<file path="config.mk">
export PLATFORM = sky130hd
export DESIGN_NAME = router_reg_flat
export DESIGN_NICKNAME = d
export VERILOG_FILES = /design/src/rtl/router_pkg.sv /design/src/rtl/router_reg_if.sv /design/src/rtl/router_parity_acc.sv /design/src/rtl/router_reg.sv /design/src/flat_wrapper.sv
export SDC_FILE = /design/constraint.sdc
export NUM_CORES = 1
export LEC_CHECK = 0
export ABC_CLOCK_PERIOD_IN_PS = 1450
export BUFFER_PORTS_ARGS = -buffer_cell sky130_fd_sc_hd__buf_2
export CAP_MARGIN = 20
export CORE_ASPECT_RATIO = 0.7
export CORE_MARGIN = 3
export CORE_UTILIZATION = 26
export DETAILED_ROUTE_END_ITERATION = 12
export REMOVE_ABC_BUFFERS = 1
export SLEW_MARGIN = 20
export SYNTH_ARGS = -nofsm -noshare
export SYNTH_HDL_FRONTEND = slang
export SYNTH_SLANG_ARGS = --single-unit
</file>
<file path="constraint.sdc">
create_clock -name clock -period 1.45 [get_ports clock]
set_input_delay 0.2175 -clock clock [delete_from_list [all_inputs] [get_ports clock]]
set_output_delay 0.2175 -clock clock [all_outputs]
set_load 0.1 [all_outputs]
</file>
<file path="src/rtl/router_pkg.sv">
// Shared definitions for the 1x3 router: widths, invalid address code and FSM state encoding.
// Consumers import router_pkg::* so the FSM and datapath agree on encodings.
`default_nettype none

package router_pkg;

    localparam int DEF_DATA_WIDTH = 8;
    localparam int DEF_ADDR_BITS  = 2;

    localparam logic [DEF_ADDR_BITS-1:0] INVALID_ADDR = 2'b11;

    typedef enum logic [2:0] {
        ST_DECODE_ADDRESS     = 3'd0,
        ST_LOAD_FIRST_DATA    = 3'd1,
        ST_LOAD_DATA          = 3'd2,
        ST_FIFO_FULL_STATE    = 3'd3,
        ST_LOAD_AFTER_FULL    = 3'd4,
        ST_LOAD_PARITY        = 3'd5,
        ST_CHECK_PARITY_ERROR = 3'd6,
        ST_WAIT_TILL_EMPTY    = 3'd7
    } router_state_e;

    function automatic logic addr_is_valid(input logic [DEF_ADDR_BITS-1:0] addr);
        return addr != INVALID_ADDR;
    endfunction

endpackage

`default_nettype wire

</file>
<file path="src/rtl/router_reg_if.sv">
// Bus between the router FSM/source (master) and the router_reg datapath (slave).
// With ROUTER_REG_ERR_CNT_EN defined the bus also carries err_count.
`default_nettype none

interface router_reg_if
    import router_pkg::*;
#(
    parameter int DATA_WIDTH = DEF_DATA_WIDTH
) ();

    logic                  pkt_valid;
    logic [DATA_WIDTH-1:0] data_in;
    logic                  fifo_full;
    logic                  detect_add;
    logic                  lfd_state;
    logic                  ld_state;
    logic                  full_state;
    logic                  laf_state;
    logic                  rst_int_reg;
    logic                  parity_done;
    logic                  low_pkt_valid;
    logic                  err;
    logic [DATA_WIDTH-1:0] dout;

`ifdef ROUTER_REG_ERR_CNT_EN
    logic [7:0]            err_count;

    modport master (
        output pkt_valid, data_in, fifo_full, detect_add, lfd_state,
               ld_state, full_state, laf_state, rst_int_reg,
        input  parity_done, low_pkt_valid, err, dout, err_count
    );

    modport slave (
        input  pkt_valid, data_in, fifo_full, detect_add, lfd_state,
               ld_state, full_state, laf_state, rst_int_reg,
        output parity_done, low_pkt_valid, err, dout, err_count
    );
`else
    modport master (
        output pkt_valid, data_in, fifo_full, detect_add, lfd_state,
               ld_state, full_state, laf_state, rst_int_reg,
        input  parity_done, low_pkt_valid, err, dout
    );

    modport slave (
        input  pkt_valid, data_in, fifo_full, detect_add, lfd_state,
               ld_state, full_state, laf_state, rst_int_reg,
        output parity_done, low_pkt_valid, err, dout
    );
`endif

endinterface

`default_nettype wire

</file>
<file path="src/rtl/router_parity_acc.sv">
// Running XOR parity, packet parity capture and the parity error flag for router_reg.
// Optional saturating mismatch counter when ROUTER_REG_ERR_CNT_EN is defined.
`default_nettype none

module router_parity_acc
    import router_pkg::*;
#(
    parameter int DATA_WIDTH = DEF_DATA_WIDTH
) (
    input  logic                  clock,
    input  logic                  resetn,
    input  logic                  detect_add_i,
    input  logic                  lfd_state_i,
    input  logic                  ld_state_i,
    input  logic                  pkt_valid_i,
    input  logic                  rst_int_reg_i,
    input  logic [DATA_WIDTH-1:0] data_in_i,
    input  logic [DATA_WIDTH-1:0] header_i,
`ifdef ROUTER_REG_ERR_CNT_EN
    output logic [7:0]            err_count_o,
`endif
    output logic                  err_o
);

    logic [DATA_WIDTH-1:0] int_parity_q, int_parity_d;
    logic [DATA_WIDTH-1:0] pkt_parity_q, pkt_parity_d;
    logic                  err_q, err_d;
    logic                  mismatch;

    assign mismatch = (int_parity_q != pkt_parity_q);

    always_comb begin
        int_parity_d = int_parity_q;
        pkt_parity_d = pkt_parity_q;
        err_d        = err_q;

        if (detect_add_i)
            int_parity_d = '0;
        else if (lfd_state_i)
            int_parity_d = int_parity_q ^ header_i;
        else if (ld_state_i && pkt_valid_i)
            int_parity_d = int_parity_q ^ data_in_i;

        // The parity byte is captured even when it is diverted to the hold register.
        if (ld_state_i && !pkt_valid_i)
            pkt_parity_d = data_in_i;

        if (rst_int_reg_i)
            err_d = mismatch;
        else if (lfd_state_i)
            err_d = 1'b0;
    end

    always_ff @(posedge clock) begin
        if (!resetn) begin
            int_parity_q <= '0;
            pkt_parity_q <= '0;
            err_q        <= 1'b0;
        end else begin
            int_parity_q <= int_parity_d;
            pkt_parity_q <= pkt_parity_d;
            err_q        <= err_d;
        end
    end

    assign err_o = err_q;

`ifdef ROUTER_REG_ERR_CNT_EN
    logic [7:0] err_count_q, err_count_d;

    always_comb begin
        err_count_d = err_count_q;
        if (rst_int_reg_i && mismatch && (err_count_q != 8'hFF))
            err_count_d = err_count_q + 8'd1;
    end

    always_ff @(posedge clock) begin
        if (!resetn)
            err_count_q <= 8'h00;
        else
            err_count_q <= err_count_d;
    end

    assign err_count_o = err_count_q;
`endif

endmodule

`default_nettype wire

</file>
<file path="src/rtl/router_reg.sv">
// Router datapath register stage: header/hold/dout registers plus parity_done and low_pkt_valid flags.
// Define ROUTER_REG_ERR_CNT_EN to add the err_count output on the bus.
`default_nettype none

module router_reg
    import router_pkg::*;
#(
    parameter int DATA_WIDTH = DEF_DATA_WIDTH,
    parameter int ADDR_BITS  = DEF_ADDR_BITS
) (
    input  logic         clock,
    input  logic         resetn,
    router_reg_if.slave  bus
);

    localparam logic [ADDR_BITS-1:0] INVALID_ADDR_W = ADDR_BITS'(INVALID_ADDR);

    logic [DATA_WIDTH-1:0] header_q, header_d;
    logic [DATA_WIDTH-1:0] hold_q, hold_d;
    logic [DATA_WIDTH-1:0] dout_q, dout_d;
    logic                  parity_done_q, parity_done_d;
    logic                  low_pkt_valid_q, low_pkt_valid_d;
    logic                  addr_ok;
    logic                  unused_full_state;

    // The FSM already blocks data while full, so the full decode needs no action here.
    assign unused_full_state = bus.full_state;

    assign addr_ok = (bus.data_in[ADDR_BITS-1:0] != INVALID_ADDR_W);

    always_comb begin
        header_d        = header_q;
        hold_d          = hold_q;
        dout_d          = dout_q;
        parity_done_d   = parity_done_q;
        low_pkt_valid_d = low_pkt_valid_q;

        if (bus.detect_add && bus.pkt_valid && addr_ok)
            header_d = bus.data_in;

        if (bus.lfd_state)
            dout_d = header_q;
        else if (bus.ld_state && !bus.fifo_full)
            dout_d = bus.data_in;
        else if (bus.ld_state && bus.fifo_full)
            hold_d = bus.data_in;
        else if (bus.laf_state)
            dout_d = hold_q;

        if (bus.ld_state && !bus.pkt_valid)
            low_pkt_valid_d = 1'b1;
        else if (bus.rst_int_reg)
            low_pkt_valid_d = 1'b0;

        if (bus.detect_add)
            parity_done_d = 1'b0;
        else if ((bus.ld_state && !bus.fifo_full && !bus.pkt_valid) ||
                 (bus.laf_state && low_pkt_valid_q && !parity_done_q))
            parity_done_d = 1'b1;
    end

    always_ff @(posedge clock) begin
        if (!resetn) begin
            header_q        <= '0;
            hold_q          <= '0;
            dout_q          <= '0;
            parity_done_q   <= 1'b0;
            low_pkt_valid_q <= 1'b0;
        end else begin
            header_q        <= header_d;
            hold_q          <= hold_d;
            dout_q          <= dout_d;
            parity_done_q   <= parity_done_d;
            low_pkt_valid_q <= low_pkt_valid_d;
        end
    end

    router_parity_acc #(
        .DATA_WIDTH (DATA_WIDTH)
    ) u_parity_acc (
        .clock         (clock),
        .resetn        (resetn),
        .detect_add_i  (bus.detect_add),
        .lfd_state_i   (bus.lfd_state),
        .ld_state_i    (bus.ld_state),
        .pkt_valid_i   (bus.pkt_valid),
        .rst_int_reg_i (bus.rst_int_reg),
        .data_in_i     (bus.data_in),
        .header_i      (header_q),
`ifdef ROUTER_REG_ERR_CNT_EN
        .err_count_o   (bus.err_count),
`endif
        .err_o         (bus.err)
    );

    assign bus.dout          = dout_q;
    assign bus.parity_done   = parity_done_q;
    assign bus.low_pkt_valid = low_pkt_valid_q;

endmodule

`default_nettype wire

</file>
<file path="src/flat_wrapper.sv">
// flat-port wrapper written by rule: the top's interface ports become plain ports
module router_reg_flat import router_pkg::*;
#(
    parameter int DATA_WIDTH = DEF_DATA_WIDTH,
    parameter int ADDR_BITS  = DEF_ADDR_BITS
)
  (clock, resetn, bus_pkt_valid, bus_data_in, bus_fifo_full, bus_detect_add, bus_lfd_state, bus_ld_state, bus_full_state, bus_laf_state, bus_rst_int_reg, bus_parity_done, bus_low_pkt_valid, bus_err, bus_dout);
  router_reg_if #(.DATA_WIDTH(DATA_WIDTH)) bus_i ();
  input  logic clock;
  input  logic resetn;
  input wire logic [$bits(bus_i.pkt_valid)-1:0] bus_pkt_valid;
  input wire logic [$bits(bus_i.data_in)-1:0] bus_data_in;
  input wire logic [$bits(bus_i.fifo_full)-1:0] bus_fifo_full;
  input wire logic [$bits(bus_i.detect_add)-1:0] bus_detect_add;
  input wire logic [$bits(bus_i.lfd_state)-1:0] bus_lfd_state;
  input wire logic [$bits(bus_i.ld_state)-1:0] bus_ld_state;
  input wire logic [$bits(bus_i.full_state)-1:0] bus_full_state;
  input wire logic [$bits(bus_i.laf_state)-1:0] bus_laf_state;
  input wire logic [$bits(bus_i.rst_int_reg)-1:0] bus_rst_int_reg;
  output wire logic [$bits(bus_i.parity_done)-1:0] bus_parity_done;
  output wire logic [$bits(bus_i.low_pkt_valid)-1:0] bus_low_pkt_valid;
  output wire logic [$bits(bus_i.err)-1:0] bus_err;
  output wire logic [$bits(bus_i.dout)-1:0] bus_dout;
  assign bus_i.pkt_valid = bus_pkt_valid;
  assign bus_i.data_in = bus_data_in;
  assign bus_i.fifo_full = bus_fifo_full;
  assign bus_i.detect_add = bus_detect_add;
  assign bus_i.lfd_state = bus_lfd_state;
  assign bus_i.ld_state = bus_ld_state;
  assign bus_i.full_state = bus_full_state;
  assign bus_i.laf_state = bus_laf_state;
  assign bus_i.rst_int_reg = bus_rst_int_reg;
  assign bus_parity_done = bus_i.parity_done;
  assign bus_low_pkt_valid = bus_i.low_pkt_valid;
  assign bus_err = bus_i.err;
  assign bus_dout = bus_i.dout;
  router_reg #(.DATA_WIDTH(DATA_WIDTH), .ADDR_BITS(ADDR_BITS)) u_core (.clock(clock), .resetn(resetn), .bus(bus_i));
endmodule
</file>
# Word-level counts from Yosys, hierarchy flattened
# Index checks and enable logic that the tools add are counted.
# Widths: inputs -> output; s select.
[classes]
shifts = 0
div_mod_pow = 0
bitwise = 5
n_mux = 10
n_eq_ne = 3
n_mul = 0
n_lt_le_gt_ge = 0
addsub = 0
n_reduce_logical = 20
[ops]
columns = ["op", "n"]
rows = [
  ["$mux 8", 6],
  ["$xor 8x8->8", 2],
  ["$logic_and 1x1->1", 9],
  ["$ne 8x8->1", 1],
  ["$reduce_bool 2->1", 3],
  ["$mux 1", 4],
  ["$logic_not 1->1", 3],
  ["$ne 3x3->1 const B", 1],
  ["$not 1->1", 3],
  ["$reduce_and 3->1", 1],
  ["$reduce_bool 3->1", 1],
  ["$ne 2x2->1 const B", 1],
  ["$reduce_and 2->1", 1],
  ["$reduce_or 2->1", 1],
  ["$logic_or 1x1->1", 1],
]
[word_totals]
inputBits = 18
latchBits = 0
word_cells = 46
rom_bits = 0
n_memories = 0
ram_bits = 0
register_bits = 43

# Longest topological paths before layout
[logic_depth]
ltp_word = 4
mapped_depth = 6
ltp_nobuf = 3

# By module
# From an unflattened synthesis, not the netlist that was laid out.
[hier_totals]
cells_unflattened = 215
area_unflattened_um2 = 2097.0
[by_module_without_submodules]
columns = ["mod", "n_inst", "area_per_inst_um2", "cells_per_inst"]
rows = [
  ["router_reg", 1, 1184.9, 120],
  ["router_parity_acc", 1, 912.1, 95],
]

# Worst setup path before layout
# Ideal clock, no wire load.
[synth_path]
path_type = "register to register"
startpoint = "register, netlist name u_core.u_parity_acc.err_o"
endpoint = "register u_core.u_parity_acc.err_q (netlist: u_core.u_parity_acc.err_o)"
period_less_slack_ps = 1382
path_slack_ps = 68
t_arrival_ps = 1308
stages_incl_launch_ff = 4
cell_sequence = "dfxtp_1 nor2b_1 o21ai_0 a31oi_1"
[synth_rtl]
columns = ["item", "line", "source"]
rows = [
  ["end signal, assigned", "router_parity_acc.sv:62", "err_q <= err_d;"],
  ["end, declared", "router_parity_acc.sv:27", "logic err_q, err_d;"],
]

# Worst setup path in the final report
[layout_path]
startpoint = "register u_core.low_pkt_valid_q (netlist: u_core.bus.low_pkt_valid)"
endpoint = "output bus_low_pkt_valid"
[layout_rtl]
columns = ["item", "line", "source"]
rows = [
  ["start, declared", "router_reg.sv:22", "logic low_pkt_valid_q, low_pkt_valid_d;"],
  ["start signal, assigned", "router_reg.sv:74", "low_pkt_valid_q <= low_pkt_valid_d;"],
  ["end, declared", "flat_wrapper.sv:21", "output wire logic [$bits(bus_i.low_pkt_valid)-1:0] bus_low_pkt_valid;"],
]
# No word-level cell between the ends.

==> results.py <==
metrics = {
    "outcome": {
        "outcome": "finished clean",
    },
    "synth": {
        "synth_warnings": 0,
        "synth_compound_area_share_pct": 16.9,
        "syn_area_mm2": 0.00207,
        "synth_cells": 237,
        "synth-simple-area-share_pct": 28.5,
        "synth_top_family_by_area": "simple AND/OR/NAND/NOR gates",
        "ys_ff_latch": 43,
        "synth_adder_area_share_pct": 0,
        "ys_seq_area_share_pct": 41.6,
        "synth_xor_area_share_pct": 3.38,
        "muxShareOfSynthArea_pct": 3.87,
        "synthDistinctLibCells": 36,
        "syn_area_per_cell_um2": 8.74,
    },
    "place": {
        "gp_congestion": 0.821,
        "dpl.cell_count": 356,
        "portBuffers": 27,
        "dp_hpwl_um": 3950,
    },
    "setup_path": {
        "crit_path_max_fanout": 3,
        "cp_num_buf_inv": 1,
        "path_cells": "buf_2",
        "cp.required_ns": 1.23,
        "critPathKind": "reg2out",
        "worst-r2r-setup-slack_ns": 0.42,
        "crit_path_start_kind": "register",
        "slowest_delay_ns": 0.45,
        "crit_arrival_ns": 1.11,
        "slowest_stage": "buf_2",
        "crit_family": "buffers and inverters",
        "end_kind": "primary output",
    },
    "cells_and_area": {
        "multi_input_area_mm2": 0.00109,
        "layout-drive-gt1-share_pct": 20.0,
        "seq_area_um2": 861,
        "n_antenna_cell": 0,
        "final_nets": 283,
        "instances_no_fill": 363,
        "fillers": 793,
        "area_delta_synth_final_pct": 19.8,
    },
    "clock_network": {
        "cts_tree": "done",
        "postCtsHoldBufs": 0,
        "cts_buffers": 5,
        "htreeDepth": 2,
        "cts.sinks": 43,
        "clock_path_buffers": 2,
        "clk_pin_slew_worst_paths_ns": 0.06,
        "cts_resized": 0,
        "cts_setup_buffers": 0,
        "insertion_delay_ns": 0.29,
        "root_buffer": "clkbuf_16",
    },
    "floorplanning": {
        "coreArea_mm2": 0.00751,
        "rows": 26,
        "die_h_um": 80.7,
        "die_w_um": 113,
        "start_util_pct": 27.6,
        "die-area_mm2": 0.00909,
        "io_pins": 29,
    },
    "global_routing": {
        "grt_max_degree": 26,
        "globalRouteTotalUtil_pct": 12.6,
        "grt_pass1_wl_um": 8870,
        "antenna_found_initial": 0,
        "grt_pass1_vias": 1741,
        "overflow": 0,
    },
    "timing": {
        "clock_skew_ns": 0.00316,
        "post-route-min-period_ns": 1.33,
        "slew_viol_final": 0,
        "max-slew-margin-rel_pct": 52.9,
        "hold_violations": 0,
        "period_share_pct": 91.7,
        "rsz0062_at_grt": "no",
        "fin_setup_tns_ns": 0,
        "setup_viol": 0,
        "worst_slew_pin_slew_ns": 0.702,
        "max_freq_ghz": 0.752,
    },
    "routing": {
        "firstDrtPassIters": 4,
        "route.detailed.drc": 0,
        "drtAntennaViolNets": 0,
        "wl_um": 5370,
        "vias_per_cell": 4.98,
        "drtIter0Drc": 103,
        "wire_per_inst_um": 14.8,
        "via_count": 1806,
    },
    "power_and_ir_drop": {
        "p_per_area_mw_per_mm2": 1150,
        "ir_drop_v": 0.000412,
        "p_leak_nw": 1.01,
    },
    "hold_path": {
        "hp-class": "in2reg",
    },
    "run": {
        "cap_viol_max_count": 0,
    },
}
-- cell families (layout without fill, tap and decap cells) --
| logic type | count (synthesis) | count (layout) |
|---|---|---|
| and+or+nand+nor | 96 | 96 |
| AOI/OAI and AO/OA | 54 | 54 |
| DFF | 43 | 43 |
| buffers and inverters | 28 | 56 |
| xor gates and xnor gates | 8 | 8 |
| muxes | 8 | 8 |
-- area by class of cell --
class                           count  share of cell area (%)
Clock buffer                        6                    5.60
Clock inverter                      1                   0.202
Tap cell                           98                    4.94
Timing Repair Buffer               39                    9.08
Inverter                           10                    1.51
Multi-Input combinational cell    166                    43.9
Sequential cell                    43                    34.7
-- synth_stat cells (all sizes together) --
| cell | instances | area share [%] |
|---|---|---|
| dfxtp | 43 | 42 |
| nand2 | 25 | 4.5 |
| a21oi | 19 | 4.6 |
| and3b | 15 | 6.3 |
| clkbuf | 12 | 2.3 |
| nor2b | 12 | 3.6 |
| inv | 10 | 1.8 |
| nand4b | 10 | 4.2 |
| nor2 | 9 | 1.6 |
| o21ai | 9 | 2.2 |
| a211oi | 8 | 2.9 |
| mux2i | 8 | 3.9 |
| nor3 | 8 | 1.9 |
| o32ai | 8 | 3.4 |
| a21boi | 7 | 2.5 |
| xor2 | 7 | 3.0 |
| buf | 6 | 1.7 |
| or3b | 6 | 2.5 |
| nand2b | 3 | 0.91 |
| and2 | 2 | 0.60 |
| a31oi | 1 | 0.30 |
| nand3 | 1 | 0.24 |
| nand3b | 1 | 0.36 |
| nor3b | 1 | 0.36 |
| nor4 | 1 | 0.30 |
| o21a | 1 | 0.36 |
| o31ai | 1 | 0.60 |
| or2b | 1 | 0.36 |
| or4 | 1 | 0.54 |
| xnor2 | 1 | 0.42 |
-- per-layer routing --
| metal | vias up | share of wire [%] | track usage [%] |
|---|---|---|---|
| li1 | 896 | - | - |
| met1 | 851 | 54 | 19.1 |
| met2 | 51 | 38 | 16.4 |
| met3 | 8 | 7.3 | 3.61 |
| met4 | 0 | 1.4 | 4.56 |
| met5 | - | 0 | 0 |
-- worst paths after layout --
kind | startpoint | to | cells past startpoint
max | u_core.bus.low_pkt_valid | bus_low_pkt_valid | 1
min | bus_data_in[5] | u_core.u_parity_acc.pkt_parity_q[5] | 3
max reg2reg | u_core.u_parity_acc.int_parity_q[2] | u_core.u_parity_acc.err_o | 3
min reg2reg | u_core.bus.dout[4] | u_core.bus.dout[4] | 2
-- report_power, final --
part	leakage (nW)	switching, W	total, W	internal [W]
registers	0.351	0.0000295	0.00126	0.00123
logic	0.590	0.000322	0.000469	0.000146
clock network	0.0727	0.000454	0.00113	0.000672
total	1.01	0.000805	0.00286	0.00205
-- cells in the final DEF (no fill, tap or decap), types with 4 or more instances in the layout --
cell type and count:
buf_4 12, or3b_2 4, nor3_1 8, a211oi_1 8, and3b_1 15, a21boi_0 7
nand4b_1 10, buf_2 27, o32ai_1 8, dfxtp_1 43, nor2_1 9, inv_1 9
o21ai_0 9, nor2b_1 12, nand2_1 25, mux2i_1 8, clkbuf_16 5, a21oi_1 19
xor2_1 7
-- flip-flops by register name (all words and copies together), names as in the netlist --
name and flops:
u_core.u_parity_acc.err_o 1, u_core.header_q 8, u_core.bus.dout 8, u_core.hold_q 8
u_core.bus.parity_done 1, u_core.bus.low_pkt_valid 1, u_core.u_parity_acc.pkt_parity_q 8, u_core.u_parity_acc.int_parity_q 8
-- through the flow --
step	util [%]	hold slack, ns	worst slack (ns)	area, um^2	total power, W
after CTS	33.0	0.210	0.0990	2480	0.00289
after detailed placement	31.1	0.446	-0.0409	2340	0.00176
after floorplan	-	0.353	0.0676	1990	0.00159
after global placement	31.1	0.445	-0.0263	2340	0.00175
final	33.0	0.216	0.120	2480	0.00286
after global routing	33.0	0.227	0.0868	2480	0.00297
No activity file was read; power rests on OpenSTA's default activity.
